## src/rtl/cpu_ctrl_fsm_pkg.sv

```systemverilog
// ctrl_pkg: shared types and constants for the cpu_ctrl_fsm controller.
// State encoding, opcode/op field values, writeback mux selects, ALU op
// codes and a small instruction-class helper used by the decoder.
package ctrl_pkg;

  // Controller states; value 3'd7 is unused and recovers to WAIT.
  typedef enum logic [2:0] {
    WAIT   = 3'd0,
    DECODE = 3'd1,
    WR_IMM = 3'd2,
    GET_A  = 3'd3,
    GET_B  = 3'd4,
    EXEC   = 3'd5,
    WR_REG = 3'd6
  } state_t;

  // Opcode (IR[15:13]) and op (IR[12:11]) values
  localparam logic [2:0] OPC_MOV    = 3'b110;
  localparam logic [2:0] OPC_ALU    = 3'b101;
  localparam logic [1:0] OP_MOV_IMM = 2'b10;
  localparam logic [1:0] OP_MOV_REG = 2'b00;
  localparam logic [1:0] OP_MVN     = 2'b11;
  localparam logic [1:0] OP_CMP     = 2'b01;

  // Writeback mux selects
  localparam logic [1:0] VSEL_C   = 2'b00;
  localparam logic [1:0] VSEL_IMM = 2'b10;

  // ALU operation codes
  localparam logic [1:0] ADD  = 2'b00;
  localparam logic [1:0] SUB  = 2'b01;
  localparam logic [1:0] AND  = 2'b10;
  localparam logic [1:0] NOTB = 2'b11;

  // Instruction classes: each class follows one fixed state path
  typedef enum logic [2:0] {
    CLS_ILLEGAL = 3'd0,
    CLS_MOV_IMM = 3'd1,
    CLS_MOV_REG = 3'd2,
    CLS_MVN     = 3'd3,
    CLS_ALU     = 3'd4,
    CLS_CMP     = 3'd5
  } instr_cls_t;

  // Map opcode/op to an instruction class; anything unlisted is illegal.
  function automatic instr_cls_t classify(input logic [2:0] opc, input logic [1:0] op);
    instr_cls_t c;
    c = CLS_ILLEGAL;
    case (opc)
      OPC_MOV: begin
        case (op)
          OP_MOV_IMM: c = CLS_MOV_IMM;
          OP_MOV_REG: c = CLS_MOV_REG;
          default:    c = CLS_ILLEGAL;
        endcase
      end
      OPC_ALU: begin
        case (op)
          OP_MVN:  c = CLS_MVN;
          OP_CMP:  c = CLS_CMP;
          default: c = CLS_ALU;
        endcase
      end
      default: c = CLS_ILLEGAL;
    endcase
    return c;
  endfunction

endpackage

```

## src/rtl/cpu_ctrl_fsm_if.sv

```systemverilog
// cpu_ctrl_if: start/ready handshake, instruction/status inputs and the
// datapath control bundle of cpu_ctrl_fsm. master = controller side,
// slave = datapath / stimulus side.
interface cpu_ctrl_if #(parameter int W = 16);
  logic          s;
  logic          load;
  logic [15:0]   in;
  logic [2:0]    stat;
  logic          w;
  logic [2:0]    readnum;
  logic [2:0]    writenum;
  logic          write;
  logic [1:0]    vsel;
  logic          loada;
  logic          loadb;
  logic          loadc;
  logic          loads;
  logic          asel;
  logic          bsel;
  logic [1:0]    alu_op;
  logic [1:0]    shift;
  logic [W-1:0]  sximm8;
  logic [2:0]    flags;
  logic          err;

  modport master (
    input  s, load, in, stat,
    output w, readnum, writenum, write, vsel, loada, loadb, loadc, loads,
           asel, bsel, alu_op, shift, sximm8, flags, err
  );

  modport slave (
    output s, load, in, stat,
    input  w, readnum, writenum, write, vsel, loada, loadb, loadc, loads,
           asel, bsel, alu_op, shift, sximm8, flags, err
  );
endinterface

```

## src/rtl/cpu_ctrl_fsm_instr_decode.sv

```systemverilog
// instr_decode: purely combinational field extraction for the latched
// instruction, sign extension of the 8-bit immediate and classification.
module instr_decode
  import ctrl_pkg::*;
#(
  parameter int W     = 16,
  parameter int IMM_W = 8
) (
  input  logic [15:0]  ir,
  output logic [1:0]   op,
  output logic [2:0]   rn,
  output logic [2:0]   rd,
  output logic [1:0]   sh,
  output logic [2:0]   rm,
  output logic [W-1:0] sximm8,
  output instr_cls_t   cls,
  output logic         legal
);
  logic [2:0] opc;

  assign opc    = ir[15:13];
  assign op     = ir[12:11];
  assign rn     = ir[10:8];
  assign rd     = ir[7:5];
  assign sh     = ir[4:3];
  assign rm     = ir[2:0];
  assign sximm8 = {{(W-IMM_W){ir[IMM_W-1]}}, ir[IMM_W-1:0]};
  assign cls    = classify(opc, op);
  assign legal  = (cls != CLS_ILLEGAL);
endmodule

```

## src/rtl/cpu_ctrl_fsm.sv

```systemverilog
// cpu_ctrl_fsm: multi-cycle controller for the 16-bit ALU/register datapath.
// Latches one instruction in WAIT, then walks a fixed state path per
// instruction class. All datapath controls are Moore outputs of state + IR,
// so an asynchronous reset drops them immediately.
// Optional feature macro: ALU_FLAGS_REG_EN (captures {V,N,Z} on loads).
module cpu_ctrl_fsm
  import ctrl_pkg::*;
#(
  parameter int W     = 16,
  parameter int IMM_W = 8
) (
  input logic        clk,
  input logic        reset,
  cpu_ctrl_if.master bus
);
  state_t      state;
  state_t      next_state;
  logic [15:0] ir;

  logic [1:0]  op;
  logic [2:0]  rn;
  logic [2:0]  rd;
  logic [1:0]  sh;
  logic [2:0]  rm;
  logic [W-1:0] sximm8;
  instr_cls_t  cls;
  logic        legal;
  logic        loads_s;

  instr_decode #(.W(W), .IMM_W(IMM_W)) u_decode (
    .ir     (ir),
    .op     (op),
    .rn     (rn),
    .rd     (rd),
    .sh     (sh),
    .rm     (rm),
    .sximm8 (sximm8),
    .cls    (cls),
    .legal  (legal)
  );

  assign bus.sximm8 = sximm8;
  assign bus.loads  = loads_s;

  // State register
  always_ff @(posedge clk or posedge reset) begin
    if (reset) begin
      state <= WAIT;
    end else begin
      state <= next_state;
    end
  end

  // Instruction register: only loaded while idle, so load during a run is ignored
  always_ff @(posedge clk or posedge reset) begin
    if (reset) begin
      ir <= 16'h0000;
    end else if (state == WAIT && bus.load) begin
      ir <= bus.in;
    end
  end

  // Next-state and Moore control decode
  always_comb begin
    next_state   = WAIT;
    bus.w        = 1'b0;
    bus.readnum  = 3'd0;
    bus.writenum = 3'd0;
    bus.write    = 1'b0;
    bus.vsel     = VSEL_C;
    bus.loada    = 1'b0;
    bus.loadb    = 1'b0;
    bus.loadc    = 1'b0;
    loads_s      = 1'b0;
    bus.asel     = 1'b0;
    bus.bsel     = 1'b0;
    bus.alu_op   = ADD;
    bus.shift    = 2'b00;
    bus.err      = 1'b0;
    case (state)
      WAIT: begin
        bus.w = 1'b1;
        if (bus.s) begin
          next_state = DECODE;
        end else begin
          next_state = WAIT;
        end
      end
      DECODE: begin
        case (cls)
          CLS_MOV_IMM:          next_state = WR_IMM;
          CLS_MOV_REG, CLS_MVN: next_state = GET_B;
          CLS_ALU, CLS_CMP:     next_state = GET_A;
          default: begin
            next_state = WAIT;
            bus.err    = ~legal;
          end
        endcase
      end
      WR_IMM: begin
        bus.writenum = rn;
        bus.vsel     = VSEL_IMM;
        bus.write    = 1'b1;
        next_state   = WAIT;
      end
      GET_A: begin
        bus.readnum = rn;
        bus.loada   = 1'b1;
        next_state  = GET_B;
      end
      GET_B: begin
        bus.readnum = rm;
        bus.loadb   = 1'b1;
        bus.shift   = sh;
        next_state  = EXEC;
      end
      EXEC: begin
        bus.shift = sh;
        // MOV reg passes B through an add with A forced to zero
        if (cls == CLS_MOV_REG) begin
          bus.asel   = 1'b1;
          bus.alu_op = ADD;
        end else begin
          bus.asel   = 1'b0;
          bus.alu_op = op;
        end
        // Compare only updates status; everything else goes to C and writeback
        if (cls == CLS_CMP) begin
          loads_s    = 1'b1;
          next_state = WAIT;
        end else begin
          bus.loadc  = 1'b1;
          next_state = WR_REG;
        end
      end
      WR_REG: begin
        bus.writenum = rd;
        bus.vsel     = VSEL_C;
        bus.write    = 1'b1;
        next_state   = WAIT;
      end
      default: next_state = WAIT;
    endcase
  end

`ifdef ALU_FLAGS_REG_EN
  logic [2:0] flags_r;

  // Flag register: capture {V,N,Z} whenever the status register loads
  always_ff @(posedge clk or posedge reset) begin
    if (reset) begin
      flags_r <= 3'b000;
    end else if (loads_s) begin
      flags_r <= {bus.stat[2], bus.stat[1], bus.stat[0]};
    end
  end

  assign bus.flags = flags_r;
`else
  assign bus.flags = 3'b000;
`endif

endmodule

```

## src/flat_wrapper.sv

```systemverilog
// flat-port wrapper written by rule: the top's interface ports become plain ports
module cpu_ctrl_fsm_flat import ctrl_pkg::*;
#(
  parameter int W     = 16,
  parameter int IMM_W = 8
)
  (clk, reset, bus_s, bus_load, bus_in, bus_stat, bus_w, bus_readnum, bus_writenum, bus_write, bus_vsel, bus_loada, bus_loadb, bus_loadc, bus_loads, bus_asel, bus_bsel, bus_alu_op, bus_shift, bus_sximm8, bus_flags, bus_err);
  cpu_ctrl_if #(.W(W)) bus_i ();
  input logic clk;
  input logic reset;
  input wire logic [$bits(bus_i.s)-1:0] bus_s;
  input wire logic [$bits(bus_i.load)-1:0] bus_load;
  input wire logic [$bits(bus_i.in)-1:0] bus_in;
  input wire logic [$bits(bus_i.stat)-1:0] bus_stat;
  output wire logic [$bits(bus_i.w)-1:0] bus_w;
  output wire logic [$bits(bus_i.readnum)-1:0] bus_readnum;
  output wire logic [$bits(bus_i.writenum)-1:0] bus_writenum;
  output wire logic [$bits(bus_i.write)-1:0] bus_write;
  output wire logic [$bits(bus_i.vsel)-1:0] bus_vsel;
  output wire logic [$bits(bus_i.loada)-1:0] bus_loada;
  output wire logic [$bits(bus_i.loadb)-1:0] bus_loadb;
  output wire logic [$bits(bus_i.loadc)-1:0] bus_loadc;
  output wire logic [$bits(bus_i.loads)-1:0] bus_loads;
  output wire logic [$bits(bus_i.asel)-1:0] bus_asel;
  output wire logic [$bits(bus_i.bsel)-1:0] bus_bsel;
  output wire logic [$bits(bus_i.alu_op)-1:0] bus_alu_op;
  output wire logic [$bits(bus_i.shift)-1:0] bus_shift;
  output wire logic [$bits(bus_i.sximm8)-1:0] bus_sximm8;
  output wire logic [$bits(bus_i.flags)-1:0] bus_flags;
  output wire logic [$bits(bus_i.err)-1:0] bus_err;
  assign bus_i.s = bus_s;
  assign bus_i.load = bus_load;
  assign bus_i.in = bus_in;
  assign bus_i.stat = bus_stat;
  assign bus_w = bus_i.w;
  assign bus_readnum = bus_i.readnum;
  assign bus_writenum = bus_i.writenum;
  assign bus_write = bus_i.write;
  assign bus_vsel = bus_i.vsel;
  assign bus_loada = bus_i.loada;
  assign bus_loadb = bus_i.loadb;
  assign bus_loadc = bus_i.loadc;
  assign bus_loads = bus_i.loads;
  assign bus_asel = bus_i.asel;
  assign bus_bsel = bus_i.bsel;
  assign bus_alu_op = bus_i.alu_op;
  assign bus_shift = bus_i.shift;
  assign bus_sximm8 = bus_i.sximm8;
  assign bus_flags = bus_i.flags;
  assign bus_err = bus_i.err;
  cpu_ctrl_fsm #(.W(W), .IMM_W(IMM_W)) u_core (.clk(clk), .reset(reset), .bus(bus_i));
endmodule
```

## config.mk

```make
export PLATFORM = sky130hd
export DESIGN_NAME = cpu_ctrl_fsm_flat
export DESIGN_NICKNAME = d
export VERILOG_FILES = /design/src/rtl/cpu_ctrl_fsm_pkg.sv /design/src/rtl/cpu_ctrl_fsm_if.sv /design/src/rtl/cpu_ctrl_fsm_instr_decode.sv /design/src/rtl/cpu_ctrl_fsm.sv /design/src/flat_wrapper.sv
export SDC_FILE = /design/constraint.sdc
export NUM_CORES = 1
export LEC_CHECK = 0
export CAP_MARGIN = 20
export CELL_PAD_IN_SITES_DETAIL_PLACEMENT = 1
export CELL_PAD_IN_SITES_GLOBAL_PLACEMENT = 2
export CORE_AREA = 4 4 75 77
export DETAILED_ROUTE_END_ITERATION = 7
export DIE_AREA = 0 0 79 81
export PLACE_DENSITY = 0.92
export SLEW_MARGIN = 40
export SYNTH_ARGS = -nofsm -noshare
export SYNTH_HDL_FRONTEND = slang
export SYNTH_SLANG_ARGS = --single-unit
```

## constraint.sdc

```tcl
create_clock -name clk -period 3 [get_ports clk]
set_input_delay 0.45 -clock clk [delete_from_list [all_inputs] [get_ports clk]]
set_output_delay 0.45 -clock clk [all_outputs]
set_load 0.1 [all_outputs]
```

== Yosys cells after proc, flatten, opt, wreduce, memory -nomap -nowiden ==
Cells that the tools add are included.
Storage, ports and cells
  bits of input ports: 23
  logic and storage cells: 53
  output and inout bits: 40
  register bits after elaboration: 19
Operators by class
  mux-type cells: 25
  equality and inequality tests: 16
  reduce and logical (&&, ||, !) cells: 9
  bitwise operators: 1
Operator list (count)
  case mux 3 bit (2 select lines): 4
  equality test 3 bit, second input constant: 7
  case mux 3 bit (5 select lines): 1
  two-way mux 1 bit: 13
  equality test 3 x 2 -> 1 bit, second input constant: 4
  case mux 3 bit (3 select lines): 1
  two-way mux 2 bit: 4
  OR reduction 2 bit: 4
  equality test 3 x 1 -> 1 bit, second input constant: 2
  OR reduction 5 bit: 1
  equality test 2 bit, second input constant: 2
  case mux 2 bit (2 select lines): 1
  zero test 3 bit: 1
  two-way mux 3 bit: 1
  nonzero test 3 bit: 1
  equality test 2 x 1 -> 1 bit, second input constant: 1
  zero test 2 bit: 1
  logical AND 1 bit: 1
  NOT 1 bit: 1

== Longest topological paths before layout ==
Gate-level depths: netlist (run 1).
  depth after elaboration: 7
  mapped depth: 5
  mapped depth without buffers: 3

== Cells and area by module ==
From an unflattened synthesis (run 1), not the netlist that was laid out.
Unflattened totals
  cells, all modules: 131
  area, all modules: 1392.6 sq um
By module, submodules not included
  cpu_ctrl_fsm: times used 1, cells an instance 93, area an instance 1087.3 sq um, seq. area each 475.5 sq um
  instr_decode: times used 1, cells an instance 38, area an instance 305.3 sq um, seq. area each 0.0 sq um

== Worst setup path after synthesis (run 1) ==
OpenSTA, ideal clock, no wires.
  path type: flip-flop to output port
  start: register u_core.state[1]
  end: output bus_asel
  arrival: 3.695 ns
  slack: -1.145 ns
  buffers on the path: 0
  required time: 2.550 ns
  stages on the path, launching flop included: 4
  cell sequence: dfrtp_1 -> and2b_2 -> nand2_1 -> nor4bb_1
On the way
  word-level cells in the longest chain between the ends: 2
RTL lines
  start: declaration: line cpu_ctrl_fsm.sv:16  | state_t state;
  start signal: assignment: line cpu_ctrl_fsm.sv:50  | state <= next_state;
  equality test 3 bit: line cpu_ctrl_fsm.sv:80  | case (state)
  two-way mux 1 bit: line cpu_ctrl_fsm.sv:80
  end: declaration: line flat_wrapper.sv:24  | output wire logic [$bits(bus_i.asel)-1:0] bus_asel;
No other way between the ends.

== Final worst setup path (run 1) ==
  start: register u_core.state[2]
  end: output bus_asel
The elaborated chain is that of the path after synthesis.

==> results of run 1 <==
## sequential cells by signal (all words and copies together) (netlist names)
signal        cells
u_core.ir        16
u_core.state      3
## metrics by stage
step | cells | utilization (%)
after floorplan | 112 | -
after global placement | 211 | 31.5
after detailed placement | 211 | 31.5
after CTS | 215 | 32.4
after global routing | 215 | 32.4
final | 215 | 32.4
## cell families (layout without fill, tap and decap cells)
kind of cell,after synthesis,in the layout,share of synthesized area (%)
AND/OR/NAND/NOR,31,31,16.5
buffers and inverters,27,60,17.0
multiplexers,19,19,20.5
flip-flops,19,19,39.3
AO/OA/AOI/OAI,11,11,6.41
other,1,5,0.310
## layout make-up
| cell class | instances | share of cell area, % |
|---|---|---|
| Clock inverter | 1 | 0.308 |
| Timing Repair Buffer | 54 | 27.9 |
| Multi-Input combinational cell | 66 | 34.1 |
| Tap cell | 70 | 5.40 |
| Clock buffer | 3 | 2.54 |
| Sequential cell | 19 | 29.3 |
| Inverter | 2 | 0.463 |
## critical path: stages, from the launching register on
cell,delay (ns)
dfrtp_1,0.61
and2b_2,0.29
nand2_1,0.13
nor4bb_2,0.28
buf_4,0.33
## final timing paths
check,cells past startpoint,endpoint,from,slack (ns)
max in group asynchronous,2,u_core.state[2],reset,2.19
max reg2reg,3,u_core.ir[1],u_core.state[2],1.34
min in group clk,1,u_core.ir[4],u_core.ir[4],0.53
min reg2reg,1,u_core.ir[4],u_core.ir[4],0.53
min,2,u_core.ir[6],reset,0.51
max,4,bus_asel,u_core.state[2],0.65
## metal layers
metal  track usage [%]  vias to the layer above  wire length, µm  part of all wire, %
li1                  -                      430                -                    -
met1              11.5                      428             1240                   42
met2              17.2                       35             1470                   49
met3              4.10                        2              261                  8.7
met4              1.03                        0               12                 0.40
met5                 0                        -                0                    0
## placed cells by master (no fill, tap or decap), types with 2 or more instances in the layout
master | Yosys | routed
nand2_1 | 3 | 3
clkdlybuf4s50_1 | 0 | 19
and3_1 | 3 | 3
nor2_1 | 6 | 6
clkbuf_8 | 0 | 3
dfrtp_1 | 19 | 19
a22o_1 | 3 | 3
buf_4 | 21 | 35
and2_1 | 3 | 3
conb_1 | 1 | 5
mux2_2 | 6 | 6
mux2_4 | 10 | 10
mux2i_1 | 3 | 3
o21ai_0 | 3 | 3
nor2b_1 | 4 | 3
and4b_1 | 2 | 2
==> impl_metrics.toml, run 1 <==
[grt]
grt_overflow = 0
grt_pass1_vias = 926
grt_max_degree = 20
grt_first_pass_wirelength_mm = 4.83
gr-usage-all-layers_pct = 9.76
antenna_found_initial = 0

[clock_network]
cts_root_buf = "clkbuf_8"
post_cts_buffers = 0
clkTransAtPathRegs_ns = 0.08
cts-htree-levels = 1
cts_tree = "yes"
numCtsBuffers = 3
cts_resized = 0
clockBufferDepth = 2
clock_latency_ns = 0.26
cts.sinks = 19
cts_hold_buffers = 0

[floorplan]
initial_core_util_pct = 24.2
rows = 26
coreArea_um2 = 5010
die_area_um2 = 6400
die_y_um = 81
die_w_um = 79
ioPinCount = 63

[detailed_routing]
vias = 895
drt_iter0_drc = 34
drc = 0
drt-pass1-iter-count = 4
viasPerCell = 4.16
wl_per_cell_um = 13.9
postRouteAntennaNets = 0
wl_mm = 2.99

[logic_synthesis]
synth_commonest_cells = "21 x buf_4, 19 x dfrtp_1, 10 x mux2_4"
netlist_instances = 108
synth_cell_types = 34
ys.flop_type = "dfrtp_1"
netlist_area_um2 = 1210
synth.area.top_cells = "dfrtp_1 39%, buf_4 13%, mux2_4 12%"
yosysMostFrequentCell = "buf_4"
synth-seq-cells = 19
synthArstFlopShare_pct = 100
yosys.area.top_type = "dfrtp_1"
synth_edf_count = 0
syn_avg_cell_area_um2 = 11.2
yosysWarnings = 0
yosys.area.top_type_share_pct = 39.3
synth_seq_area_share_pct = 39.3

[sta]
clock_skew_ns = 0.00366
tns_ns = 0
hold_violations = 0
whs_ns = 0.514
period_minus_slack_ns = 2.35
setup_viol = 0
layout_setup_ws_ns = 0.651
rsz0062_at_grt = "false"
max_clock_freq_mhz = 426
drv_slew = 0
min_period_over_period_pct = 78.3

[setup_path]
path_max_fanout = 12
critical_path_required_ns = 2.55
cp-end-kind = "primary output"
worstSetupPathType = "reg2out"
cp.arrival_ns = 1.90
startpoint_type = "register"

[placed_design]
gp_congestion = 0.736
port_buffers = 54
pre_cts_ws_ns = 0.903
hpwlAfterDp_mm = 2.31
postPlaceCellArea_um2 = 1580

[run]
cap_violations = 0

[layout]
area_growth_pct = 34.1
nFillCells = 574
multi_input_area_um2 = 553
seq_area_um2 = 475
nets = 169
finalInstanceArea_um2 = 1620
antennaDiodeCount = 0
drive_gt1_share_pct = 42.8

[worst_hold_path]
hold_path.class = "in2async"

[outcome]
status = "completed"
Power of run 1 is left out: the tool's default activity adds up to more than one toggle a clock period on the data nets, which glitch-free logic cannot reach.
==> run 2, diff against run 1 <==
CORE_AREA = 4 4 78 80   (was 4 4 75 77)
DIE_AREA = 0 0 82 84   (was 0 0 79 81)
PLACE_DENSITY = 0.86   (was 0.92)
clock period = 2.35 ns   (was 3 ns; I/O delays follow)
==> run 2 against run 1 <==
Via count is 0.11% lower. Cell count is 1.9% higher. Register-to-register slack got worse by 0.56 ns. Wire length grew 4.6%. Non-clock buffer count grew 2. Hold slack got worse by 0.075 ns. Die area up 7.6%. First-iteration DRC count decreased by 24%. Flip-flop and latch count is the same. Sequential share of layout area down 4.2 points.
==> impl_metrics.toml, run 2 (synthesized netlist as in run 1, its figures left out) <==
[outcome]
status = "completed"

[sta]
layout_setup_ws_ns = 0.188
period_minus_slack_ns = 2.16
setup_viol = 0
drv_slew = 0
clock_skew_ns = 0.000873
hold_violations = 0
rsz0062_at_grt = "false"
min_period_over_period_pct = 92.0
max_clock_freq_mhz = 463

[setup_path]
startpoint_type = "register"
path_max_fanout = 8
reg2reg_slack_ns = 0.78
cp.arrival_ns = 1.81
r2r_end = "u_core.ir[13]"
path_cells = "and2b_2 -> nand2_1 -> nor4bb_4 -> buf_12"
critical_path_required_ns = 2.00
cpMaxStageDelayCell = "dfrtp_1"
worstSetupPathType = "reg2out"
r2r_cells = 3
r2r-start = "u_core.state[0]"
max_stage_delay_ns = 0.48
cp-end-kind = "primary output"

[layout]
area_growth_pct = 56.5
top_regs = "u_core.ir (16), u_core.state (3)"
finalInstanceArea_um2 = 1890
largest_reg_flops = 16
largest-register = "u_core.ir"
layout_common_cells = "19 x clkdlybuf4s50_1, 19 x buf_4, 19 x dfrtp_1, 18 x buf_12, 10 x mux2_4"
nets = 171
drive_gt1_share_pct = 45.6
antennaDiodeCount = 0

[detailed_routing]
drt_iter0_drc = 26
postRouteAntennaNets = 0
wl_mm = 3.12
drt-pass1-iter-count = 3
vias = 894
viasPerCell = 4.08
wl_per_cell_um = 14.3
drc = 0

[floorplan]
die_area_um2 = 6890
ioPinCount = 63
die_y_um = 84
rows = 27
coreArea_um2 = 5410
initial_core_util_pct = 22.4
die_w_um = 82

[clock_network]
post_cts_buffers = 0
clock_latency_ns = 0.25
cts_hold_buffers = 0
clockBufferDepth = 2
cts_root_buf = "clkbuf_8"
numCtsBuffers = 3
cts-htree-levels = 1
clkTransAtPathRegs_ns = 0.08
cts_resized = 0
cts.sinks = 19
cts_tree = "yes"

[grt]
grt_pass1_vias = 925
grt_max_degree = 20
grt_first_pass_wirelength_mm = 4.85
grt_overflow = 0
gr-usage-all-layers_pct = 9.38
antenna_found_initial = 0

[placed_design]
postPlaceCellArea_um2 = 1850
gp_congestion = 0.711
pre_cts_ws_ns = 0.451
hpwlAfterDp_mm = 2.47
port_buffers = 54

[worst_hold_path]
hold_path.class = "in2async"

[run]
cap_violations = 0
[run 2: changes by cell type in the layout (fill, tap and decap cells not counted), moves of 3 or more]
cell / previous run / this run
buf_4: 35 / 19
a22o_2: 0 / 3
buf_12: 0 / 18
a22o_1: 3 / 0
[run 2: how the worst max path moves through the flow]
stage / start / to / slack, ns / cells after the start
after floorplan: u_core.state[0] / bus_writenum[0] / -0.15 / 3
after global placement: u_core.state[1] / bus_asel / 0.46 / 4
after detailed placement: u_core.state[1] / bus_asel / 0.45 / 4
after CTS: u_core.state[1] / bus_asel / 0.14 / 4
after global routing: u_core.state[1] / bus_asel / 0.05 / 4
final: u_core.state[1] / bus_asel / 0.19 / 4
[run 2: critical path: cells and delay by family, from the launching register on]
family | cells | cell delay, ns
flops | 1 | 0.48
buf+inv | 1 | 0.21
simple gates | 3 | 0.85
[run 2: final cells by class]
class                      count  area (µm²)
multi-input combinational     66         582
fill                         599        3510
clock buffer                   4        45.0
inverter                       2        7.51
timing repair buffer          56         693
tap                           72        90.1
sequential                    19         475
[run 2: stage by stage]
step / setup TNS, ns / instances / hold slack, ns / util, %
2_1_floorplan: -0.585 / 112 / 0.304 / -
3_3_place_gp: 0 / 215 / 0.516 / 34.2
3_5_place_dp: 0 / 215 / 0.522 / 34.2
4_1_cts: 0 / 219 / 0.445 / 35.0
5_1_grt: 0 / 219 / 0.466 / 35.0
6_report: 0 / 219 / 0.440 / 35.0
[run 2: routing by layer]
layer  global-route usage (%)  share of wire (%)  up-vias
met3                     3.13                6.5        2
li1                         -                  -      428
met5                        0                  0        -
met2                     15.7                 49       38
met4                     1.81               0.45        0
met1                     11.5                 44      426
Power of run 2 is left out for the same reason.
==> run 3, diff against run 2 <==
CORE_AREA = 4 4 77 79   (was 4 4 78 80)
CTS_BUF_LIST = sky130_fd_sc_hd__clkbuf_2   (was not set)
DIE_AREA = 0 0 81 83   (was 0 0 82 84)
PLACE_DENSITY = 0.88   (was 0.86)
==> run 3 against run 2 <==
Flip-flop and latch count stayed put. Setup slack worse by 0.022 ns. Wire length down 4.6%. Die area down 2.4%. Clock-buffer cell count did not move. Utilization increased by 0.56 points. Hold slack worse by 0.11 ns. Non-clock buffer count rose by 2. Sequential share of layout area barely moved. Largest cell class unchanged.
==> impl_metrics.toml, run 3 (synthesized netlist as in run 1, its figures left out) <==
[setup_path]
reg2reg_slack_ns = 0.65
cpMaxStageDelayCell = "dfrtp_1"
cp-end-kind = "primary output"
crit_path_start = "u_core.state[0]"
r2r-start = "u_core.state[2]"
max_stage_delay_ns = 0.64
worstSetupPathType = "reg2out"
critical_path_required_ns = 2.00
startpoint_type = "register"
path_max_fanout = 11
r2r_cells = 4
r2r_end = "u_core.ir[2]"
path_cells = "nor2b_1 -> and2_2 -> a22o_2 -> buf_12"
cpLargestDelayFamily = "flip-flops"
crit_cells = 4
cp.arrival_ns = 1.83
path_buf_inv = 1
endpoint = "bus_readnum[1]"

[detailed_routing]
drt_iter0_drc = 21
viasPerCell = 3.98
postRouteAntennaNets = 0
vias = 879
drt-pass1-iter-count = 2
wl_mm = 2.98
wl_per_cell_um = 13.5
drc = 0

[grt]
grt_pass1_vias = 912
grt_overflow = 0
antenna_found_initial = 0
grt_first_pass_wirelength_mm = 4.60
grt_max_degree = 20
gr-usage-all-layers_pct = 8.84

[sta]
rsz0062_at_grt = "false"
hold_violations = 0
clock_skew_ns = 0.0164
max_clock_freq_mhz = 458
whs_ns = 0.327
drv_slew = 0
min_period_over_period_pct = 92.9
setup_viol = 0
tns_ns = 0
period_minus_slack_ns = 2.18

[floorplan]
initial_core_util_pct = 22.7
die_y_um = 83
die_w_um = 81
rows = 27
coreArea_um2 = 5340
ioPinCount = 63
die_area_um2 = 6720

[clock_network]
cts.sinks = 19
numCtsBuffers = 3
cts_root_buf = "clkbuf_2"
cts_tree = "yes"
cts-htree-levels = 1
clockBufferDepth = 2
clock_latency_ns = 0.31
clkTransAtPathRegs_ns = 0.19

[layout]
nFillCells = 615
largest-register = "u_core.ir"
largest_reg_flops = 16
layout_common_cells = "20 x buf_4, 19 x clkdlybuf4s50_1, 19 x buf_12, 18 x dfrtp_1, 10 x mux2_4"
top_regs = "u_core.ir (16), u_core.state (3)"
area_growth_pct = 57.0
drive_gt1_share_pct = 48.3
nets = 173
finish.utilization_pct = 35.6
antennaDiodeCount = 0
final_common_cell = "buf_4"

[worst_hold_path]
hold_path.class = "in2async"

[placed_design]
port_buffers = 54
gp_congestion = 0.725
hpwlAfterDp_mm = 2.42

[run]
cap_violations = 0

[outcome]
status = "completed"
[run 3: worst min-delay path by stage]
stage                        end  slack [ns]         start  cells past startpoint
global route        u_core.ir[7]        0.36         reset                      3
CTS                 u_core.ir[5]        0.32         reset                      3
finish              u_core.ir[5]        0.33         reset                      3
global placement    u_core.ir[3]        0.52  u_core.ir[3]                      1
floorplan           u_core.ir[0]        0.30         reset                      1
detailed placement  u_core.ir[3]        0.52  u_core.ir[3]                      1
[run 3: layout make-up]
type | instances | area, µm² | share of cell area [%]
tap | 72 | 90.1 | 4.74
clock buffer | 4 | 20.0 | 1.05
timing repair buffer | 58 | 721 | 37.9
multi-input combinational | 66 | 584 | 30.8
inverter | 2 | 7.51 | 0.395
sequential | 19 | 477 | 25.1
[run 3: worst min-delay path: stages]
cell,delay [ns]
clkdlybuf4s50_1,0.39
inv_1,0.05
buf_4,0.26
[run 3: layer usage]
layer	up-vias	track usage, %	wire length [µm]
met1	411	10.4	1210
met4	0	1.84	15
met5	-	0	0
li1	430	-	-
met2	36	15.6	1550
met3	2	2.49	207
[run 3: what timing repair did]
item                                    in CTS  in global routing
hold buffers                                 0                  0
resized for setup                            0                  2
endpoints found under the setup margin       0                  1
setup buffers                                0                  2
[run 3: per-stage QoR]
stage | cells | instance area (µm²) | worst slack [ns]
after floorplan | 112 | 1260 | -0.150
after global placement | 215 | 1860 | 0.459
after detailed placement | 215 | 1860 | 0.453
after CTS | 219 | 1880 | 0.0505
after global routing | 221 | 1900 | 0.0398
final | 221 | 1900 | 0.166
Power of run 3 is left out for the same reason.
